### config.mk
export PLATFORM = sky130hd
export DESIGN_NAME = viterbi_codec
export DESIGN_NICKNAME = d
export VERILOG_FILES = /design/src/rtl/viterbi_pkg.sv /design/src/rtl/decoder.sv /design/src/rtl/encoder.sv /design/src/rtl/viterbi_acs.sv /design/src/rtl/viterbi_codec.sv
export SDC_FILE = /design/constraint.sdc
export NUM_CORES = 1
export LEC_CHECK = 0
export CAP_MARGIN = 20
export CORE_MARGIN = 5
export CORE_UTILIZATION = 60
export DETAILED_ROUTE_END_ITERATION = 12
export PLACE_DENSITY = 0.8
export SLEW_MARGIN = 5
export SYNTH_ARGS = -nofsm -noshare
export SYNTH_HDL_FRONTEND = slang
export SYNTH_HIERARCHICAL = 1
export SYNTH_SLANG_ARGS = --single-unit
### constraint.sdc
create_clock -name clk -period 13.2 [get_ports clk]
set_input_delay 1.98 -clock clk [delete_from_list [all_inputs] [get_ports clk]]
set_output_delay 1.98 -clock clk [all_outputs]
set_load 0.005 [all_outputs]
### src/rtl/viterbi_pkg.sv
// Shared constants, types and helpers for the rate-1/2, K=3 convolutional
// encoder and its hard-decision Viterbi decoder.
package viterbi_pkg;

  localparam int          K          = 3;
  localparam logic [2:0]  G0         = 3'b111;
  localparam logic [2:0]  G1         = 3'b101;
  localparam int          TB_DEPTH   = 32;
  localparam int          METRIC_W   = 6;
  localparam int          NUM_STATES = 1 << (K - 1);

  typedef logic [K-2:0]        state_t;
  typedef logic [METRIC_W-1:0] metric_t;
  typedef logic [TB_DEPTH-1:0] path_t;

  localparam metric_t METRIC_MAX  = '1;
  localparam metric_t METRIC_INIT = metric_t'(8);

  // Code symbol {g0, g1} emitted when bit b enters a coder in state s = {u[t-1], u[t-2]}.
  function automatic logic [1:0] expected_symbol(input logic b, input state_t s);
    logic [2:0] taps;
    taps = {b, s};
    return {^(taps & G0), ^(taps & G1)};
  endfunction

  function automatic metric_t sat_add(input metric_t a, input logic [1:0] bm);
    logic [METRIC_W:0] sum;
    sum = {1'b0, a} + {{(METRIC_W - 1){1'b0}}, bm};
    return sum[METRIC_W] ? METRIC_MAX : sum[METRIC_W-1:0];
  endfunction

endpackage

### src/rtl/decoder.sv
// Hard-decision Viterbi decoder, register-exchange survivors, decision taken
// from the oldest bit of the best state's survivor.
module decoder
  import viterbi_pkg::*;
(
  input  logic       clk,
  input  logic       rst,
  input  logic       enable,
  input  logic [1:0] d_in,
  output logic       d_out
);

  metric_t pm_reg   [NUM_STATES];
  path_t   path_reg [NUM_STATES];
  metric_t pm_acs   [NUM_STATES];
  path_t   path_acs [NUM_STATES];
  metric_t pm_next  [NUM_STATES];
  metric_t pm_min;
  state_t  best;

  generate
    for (genvar gi = 0; gi < NUM_STATES; gi++) begin : g_acs
      // Next state {b, x} is reached from {x, 0} and {x, 1}.
      localparam logic   B  = 1'((gi >> 1) & 1);
      localparam logic   X  = 1'(gi & 1);
      localparam state_t P0 = {X, 1'b0};
      localparam state_t P1 = {X, 1'b1};

      logic [1:0] bm0;
      logic [1:0] bm1;
      logic [1:0] diff0;
      logic [1:0] diff1;

      always_comb begin
        diff0 = d_in ^ expected_symbol(B, P0);
        diff1 = d_in ^ expected_symbol(B, P1);
        bm0   = {1'b0, diff0[1]} + {1'b0, diff0[0]};
        bm1   = {1'b0, diff1[1]} + {1'b0, diff1[0]};
      end

      viterbi_acs u_acs (
        .pm0      (pm_reg[P0]),
        .pm1      (pm_reg[P1]),
        .bm0      (bm0),
        .bm1      (bm1),
        .b        (B),
        .path0    (path_reg[P0]),
        .path1    (path_reg[P1]),
        .pm_new   (pm_acs[gi]),
        .path_new (path_acs[gi])
      );

      assign pm_next[gi] = pm_acs[gi] - pm_min;
    end
  endgenerate

  // Strict comparison keeps the lowest index on ties.
  always_comb begin
    pm_min = pm_acs[0];
    best   = '0;
    for (int i = 1; i < NUM_STATES; i++) begin
      if (pm_acs[i] < pm_min) begin
        pm_min = pm_acs[i];
        best   = state_t'(i);
      end
    end
  end

  always_ff @(posedge clk or negedge rst) begin
    if (!rst) begin
      for (int i = 0; i < NUM_STATES; i++) begin
        pm_reg[i]   <= (i == 0) ? '0 : METRIC_INIT;
        path_reg[i] <= '0;
      end
      d_out <= 1'b0;
    end else if (enable) begin
      for (int i = 0; i < NUM_STATES; i++) begin
        pm_reg[i]   <= pm_next[i];
        path_reg[i] <= path_acs[i];
      end
      d_out <= path_acs[best][TB_DEPTH-1];
    end
  end

endmodule

### src/rtl/encoder.sv
// Rate-1/2, K=3 convolutional encoder with a one-cycle registered output.
module encoder
  import viterbi_pkg::*;
(
  input  logic       clk,
  input  logic       rst,
  input  logic       enable_i,
  input  logic       d_in,
  output logic       valid_o,
  output logic [1:0] d_out
);

  state_t sr;

  always_ff @(posedge clk or negedge rst) begin
    if (!rst) begin
      sr      <= '0;
      d_out   <= 2'b00;
      valid_o <= 1'b0;
    end else begin
      valid_o <= enable_i;
      if (enable_i) begin
        d_out <= expected_symbol(d_in, sr);
        sr    <= {d_in, sr[1]};
      end
    end
  end

endmodule

### src/rtl/viterbi_acs.sv
// Add-compare-select for one trellis state; also forms that state's survivor.
module viterbi_acs
  import viterbi_pkg::*;
(
  input  metric_t    pm0,
  input  metric_t    pm1,
  input  logic [1:0] bm0,
  input  logic [1:0] bm1,
  input  logic       b,
  input  path_t      path0,
  input  path_t      path1,
  output metric_t    pm_new,
  output path_t      path_new
);

  metric_t cand0;
  metric_t cand1;
  logic    sel;

  // A tie keeps the predecessor whose LSB is 0.
  always_comb begin
    cand0    = sat_add(pm0, bm0);
    cand1    = sat_add(pm1, bm1);
    sel      = (cand1 < cand0);
    pm_new   = sel ? cand1 : cand0;
    path_new = sel ? {path1[TB_DEPTH-2:0], b} : {path0[TB_DEPTH-2:0], b};
  end

endmodule

### src/rtl/viterbi_codec.sv
// Encoder and decoder side by side; the channel between them is external.
module viterbi_codec
  import viterbi_pkg::*;
(
  input  logic       clk,
  input  logic       rst,
  input  logic       enc_enable,
  input  logic       enc_d_in,
  output logic       enc_valid,
  output logic [1:0] enc_d_out,
  input  logic       dec_enable,
  input  logic [1:0] dec_d_in,
  output logic       dec_d_out
);

  encoder u_enc (
    .clk      (clk),
    .rst      (rst),
    .enable_i (enc_enable),
    .d_in     (enc_d_in),
    .valid_o  (enc_valid),
    .d_out    (enc_d_out)
  );

  decoder u_dec (
    .clk    (clk),
    .rst    (rst),
    .enable (dec_enable),
    .d_in   (dec_d_in),
    .d_out  (dec_d_out)
  );

endmodule

== After elaboration in Yosys (flattened, before gate mapping) ==
Cells that the tools add are included.

* Input bits: 7
* Output and inout port bits: 4
* Bits in registers: 154

* Reduce and logical (&&, ||, !) cells: 2
* Multiplexer cells: 25
* Bitwise gates (word level): 4
* $lt $le $gt $ge: 8
* Add/subtract/negate cells: 16

{| class="wikitable"
|+ Operators with widths
! kind !! number
|-
| 32-bit 2-to-1 mux || 6
|-
| 6-bit 2-to-1 mux || 15
|-
| 32-bit binary-select mux with 2-bit select || 1
|-
| 6-bit by 2-bit adder with 7-bit output || 8
|-
| 6-bit < comparator || 7
|-
| 6-bit subtractor || 4
|-
| 1-bit by 1-bit adder with 2-bit output || 4
|-
| 3-bit XOR reduction || 2
|-
| 2-bit 2-to-1 mux || 2
|-
| 3-bit greater-or-equal comparator (second input constant) || 1
|-
| 2-bit inverter with 3-bit output || 1
|-
| 1-bit inverter || 2
|-
| 2-bit inverter || 1
|-
| 1-bit 2-to-1 mux || 1
|}

== Logic depth before layout (Yosys ltp) ==
* Word-level depth: 16
* Depth in mapped cells: 55
* Mapped depth without buffers: 51

== By module ==
The synthesis kept the hierarchy.

{| class="wikitable"
|+ By module, submodules not included
! module !! instances !! cells an instance !! area each (µm²) !! sequential area each (µm²)
|-
| decoder || 1 || 625 || 7,639.8 || 3,832.4
|-
| viterbi_acs || 4 || 111 || 1,076.0 || 0.0
|-
| encoder || 1 || 12 || 203.9 || 125.1
|}

== Worst setup path before layout ==
OpenSTA, ideal clock, no wires.

* Kind: in2reg
* Start: input dec_d_in[0]
* End: register u_dec/pm_reg[10] (netlist name)
* Data required time: 13.063 ns
* Stages: 51
* Buffers on the path: 5
* Slack: 1.950 ns
* Data arrival time: 11.113 ns
* Library setup time: 0.137 ns
* Cells stage by stage: inv_1 -> ha_1 -> inv_1 -> ha_1 -> fa_1 -> and2_1 -> nand2_1 -> mux2i_1 -> inv_1 -> ha_1 -> and4_1 -> a21oi_1 -> a21boi_2 -> buf_6 -> buf_12 -> mux2i_1 -> ha_1 -> a21oi_2 -> [... 15 more ...] -> inv_1 -> o31ai_1 -> nor3_1 -> o2bb2ai_1 -> o211ai_4 -> a21oi_4 -> clkbuf_1 -> o211ai_1 -> o21ai_0 -> ha_1 -> inv_1 -> ha_1 -> inv_1 -> o31ai_2 -> maj3_1 -> maj3_1 -> xnor2_1 -> a21oi_1

* Elaborated cells on any way between the ends: 37

{| class="wikitable"
|+ RTL lines
! element !! line !! source
|-
| start: declaration || viterbi_codec.sv:12 || <nowiki>input logic [1:0] dec_d_in,</nowiki>
|-
| 1-bit by 1-bit adder with 2-bit output (*) || decoder.sv:37 || <nowiki>bm0 = {1'b0, diff0[1]} + {1'b0, diff0[0]};</nowiki>
|-
| named net u_dec.g_acs[0].bm0[0] || decoder.sv:29 || <nowiki>logic [1:0] bm0;</nowiki>
|-
| 6-bit by 2-bit adder with 7-bit output || viterbi_pkg.sv:28 || <nowiki>sum = {1'b0, a} + {{(METRIC_W - 1){1'b0}}, bm};</nowiki>
|-
| 6-bit 2-to-1 mux || viterbi_pkg.sv:29 || <nowiki>return sum[METRIC_W] ? METRIC_MAX : sum[METRIC_W-1:0];</nowiki>
|-
| 6-bit < comparator || viterbi_acs.sv:24 || <nowiki>sel = (cand1 < cand0);</nowiki>
|-
| 6-bit 2-to-1 mux || viterbi_acs.sv:25 || <nowiki>pm_new = sel ? cand1 : cand0;</nowiki>
|-
| 6-bit < comparator || decoder.sv:62 || <nowiki>if (pm_acs[i] < pm_min) begin</nowiki>
|-
| 6-bit 2-to-1 mux || decoder.sv:62 ||
|-
| 6-bit < comparator || decoder.sv:62 ||
|-
| 6-bit 2-to-1 mux || decoder.sv:62 ||
|-
| 6-bit < comparator || decoder.sv:62 ||
|-
| 6-bit 2-to-1 mux || decoder.sv:62 ||
|-
| 6-bit subtractor (*) || decoder.sv:53 || <nowiki>assign pm_next[gi] = pm_acs[gi] - pm_min;</nowiki>
|-
| end signal: indexed assignment || decoder.sv:72 || <nowiki>pm_reg[i] <= (i == 0) ? '0 : METRIC_INIT;</nowiki>
|-
| end signal: indexed assignment || decoder.sv:78 || <nowiki>pm_reg[i] <= pm_next[i];</nowiki>
|-
| end: declaration || decoder.sv:13 || <nowiki>metric_t pm_reg [NUM_STATES];</nowiki>
|}

The timed path passes the listed nets; every way through them passes the cells marked *.
A chain may end at the register's enable or synchronous reset.

== Worst setup path after layout ==
* Start: input dec_d_in[0]
* End: register u_dec/pm_reg[17] (netlist name)

* Elaborated cells on any way between the ends: 37

{| class="wikitable"
|+ RTL lines
! element !! line
|-
| 1-bit by 1-bit adder with 2-bit output (*) || decoder.sv:37
|-
| named net u_dec.g_acs[0].bm0[0] || decoder.sv:29
|-
| 6-bit by 2-bit adder with 7-bit output || viterbi_pkg.sv:28
|-
| 6-bit 2-to-1 mux || viterbi_pkg.sv:29
|-
| 6-bit < comparator || viterbi_acs.sv:24
|-
| 6-bit 2-to-1 mux || viterbi_acs.sv:25
|-
| 6-bit < comparator || decoder.sv:62
|-
| 6-bit 2-to-1 mux || decoder.sv:62
|-
| 6-bit < comparator || decoder.sv:62
|-
| 6-bit 2-to-1 mux (*) || decoder.sv:62
|-
| 6-bit < comparator || decoder.sv:62
|-
| 6-bit 2-to-1 mux (*) || decoder.sv:62
|-
| 6-bit subtractor (*) || decoder.sv:53
|}

Marked as above.

==> results.md <==
* Crit Path Class: input pin to flop
* Max-cap viol count at 0
* DRC viols at 0
* Initial DRC Count at 647
* Worst Path Max Fanout at 13
* GPL Wtd Cong at 0.899
* NumNets Final at 1153
* CTS tree: built
* Total grt overflow at 0
* Antenna diode count at 0
* Die height at 151 um
* Initial core utilization at 61.3%
* Pin count of the biggest net entering global routing at 105
* Die area at 22900 um^2
* Clock Skew at ~15 ps
* # IOs at 11
* Worst-margin pin slew at roughly 950 ps
* Post-DRT Antenna Nets at 0
* Die boundary width at between 150 and 200 um
* CP top delay family: compound AO/OA/AOI/OAI gates
* Total Wirelength at approximately 25 mm
* Initial antenna violation count at 0
* Root Driver: clkbuf_16
* Syn Area/Cell at 11.2 um^2
* Min Tclk post-route at 12390 ps
* Multi-input logic area at between 7000 and 8000 um^2
* Max-slew headroom at 36.6%
* TNS Setup at 0 ps
* Core area at between 15000 and 20000 um^2
* Largest register FFs at 124
* Clock Latency Late Sink at 430 ps
* Register area at roughly 3900 um^2
* Critical path endpoint category: flop
* Crit-path max cell delay at 510 ps
* Worst Path Buf+Inv at 7
* WL/cell at 18.3 um
* Reg2reg path depth at 39
* Router iterations before antenna repair at 5
* RSZ-0062 raised after global routing: no
* CP Depth at 43
* H-tree Lvls at 4
* Total GRT Usage at between 20% and 30%
* CP most frequent cell: ha_1
* Mapped cell area at about 12000 um^2
* Number of global-route vias before repair at 8405
* YS warnings at 6
* Critical Path AT at 12730 ps
* Hold Fails Final Rpt at 0
* Vias per std cell at 6.03
* Port bufs at 10
* Fin. max-slew vios at 0
* Hold Path Stages at 1
* Vias at 8140
* F_max at 80.7 MHz
* Startpoint types: input pin
* Worst path required time at 13540 ps
* Clock slew at reported path FFs at 70 ps
* Area Growth Syn to Fin at 6.40%
* Mapped Cells at 1073
* Share of cells above drive strength 1 at 31.4%
* Fillers at 1464
* Site Rows at just over 50
* Setup Fix Bufs, Post-CTS at 0
* Setup-failing EPs final at 0
* Max Buffers Root-to-Sink at 2
* Clk sink count at 154
* Fin crit share at around 94%
* Detail Placement HPWL at 17.2 mm
* Status: complete, no violations
* Clock buffer count from CTS at 17
* Critical Path Slowest Stage Cell: clkdlybuf4s50_1
* Path type of the worst min-delay path: flop to flop
* First-pass GRT wire length at roughly 42 mm
layout by cell type, fill, tap and decap left out, types with 7 or more instances in the layout:
master and n:
nor3_1 13, and2_1 15, nand2b_1 20, mux2_1 21, nand2_1 69, xnor2_1 23, a21oi_1 35, clkbuf_16 17
inv_1 65, fa_1 8, mux2i_1 46, mux2_2 138, nor2_1 40, dfrtp_1 151, o21ai_0 26, ha_1 63
mux2_4 102, o31ai_1 7, a21o_1 13, clkdlybuf4s50_1 8, o21a_1 9, buf_4 16, nor2b_1 16, o211ai_1 9
nand3_1 20
area by class of cell:
class	count	area share, %
Clock buffer	17	3.33
Clock inverter	13	1.30
Inverter	66	1.94
Multi-Input combinational cell	810	58.9
Sequential cell	154	30.2
Tap cell	265	2.60
Timing Repair Buffer	26	1.74
what timing repair did:
item	4_1_cts	5_1_grt
resized for setup	0	1
setup endpoints to repair	0	1
hold buffers	0	0
metal layers:
layer / GRT usage [%] / vias up / share of wire, %
li1: - / 3845 / -
met1: 31.0 / 4043 / 45
met2: 37.3 / 203 / 48
met3: 4.43 / 49 / 4.1
met4: 7.62 / 0 / 2.4
met5: 0 / - / 0
path summary, 6_finish.rpt:
kind / from / end / slack [ps]
min reg2reg: u_enc/d_out[1]$_DFFE_PN0P_ / u_enc/d_out[1]$_DFFE_PN0P_ / 520
max in group asynchronous: rst / u_dec/path_reg[114]$_DFFE_PN0P_ / 10270
max: dec_d_in[0] / u_dec/pm_reg[17]$_DFFE_PN0P_ / 810
min: u_enc/d_out[1]$_DFFE_PN0P_ / u_enc/d_out[1]$_DFFE_PN0P_ / 520
min in group asynchronous: rst / u_dec/path_reg[56]$_DFFE_PN0P_ / 1680
max reg2reg: u_dec/pm_reg[0]$_DFFE_PN0P_ / u_dec/pm_reg[17]$_DFFE_PN0P_ / 3100
stage by stage:
step	hold slack [ps]	utilization [%]	std cells	worst slack, ps	cell area [um^2]
floorplan	477	-	1075	1950	12000
finish	521	65.2	1351	814	12800
CTS	522	65.2	1351	906	12800
detailed placement	496	62.1	1321	517	12200
global placement	500	62.1	1321	798	12200
global route	550	65.2	1351	26.2	12800
worst reg2reg max path, delay by kind of cell, from the launching register on:
kind / cells / cell delay [ps]
flops: 1 / 420
compound gates: 19 / 4760
fa+ha+maj: 7 / 2240
buf+inv: 4 / 350
mux: 1 / 490
simple gates: 8 / 1750
Power is left out: the tool's default activity adds up to more than one toggle a clock period on the data nets, which glitch-free logic cannot reach.
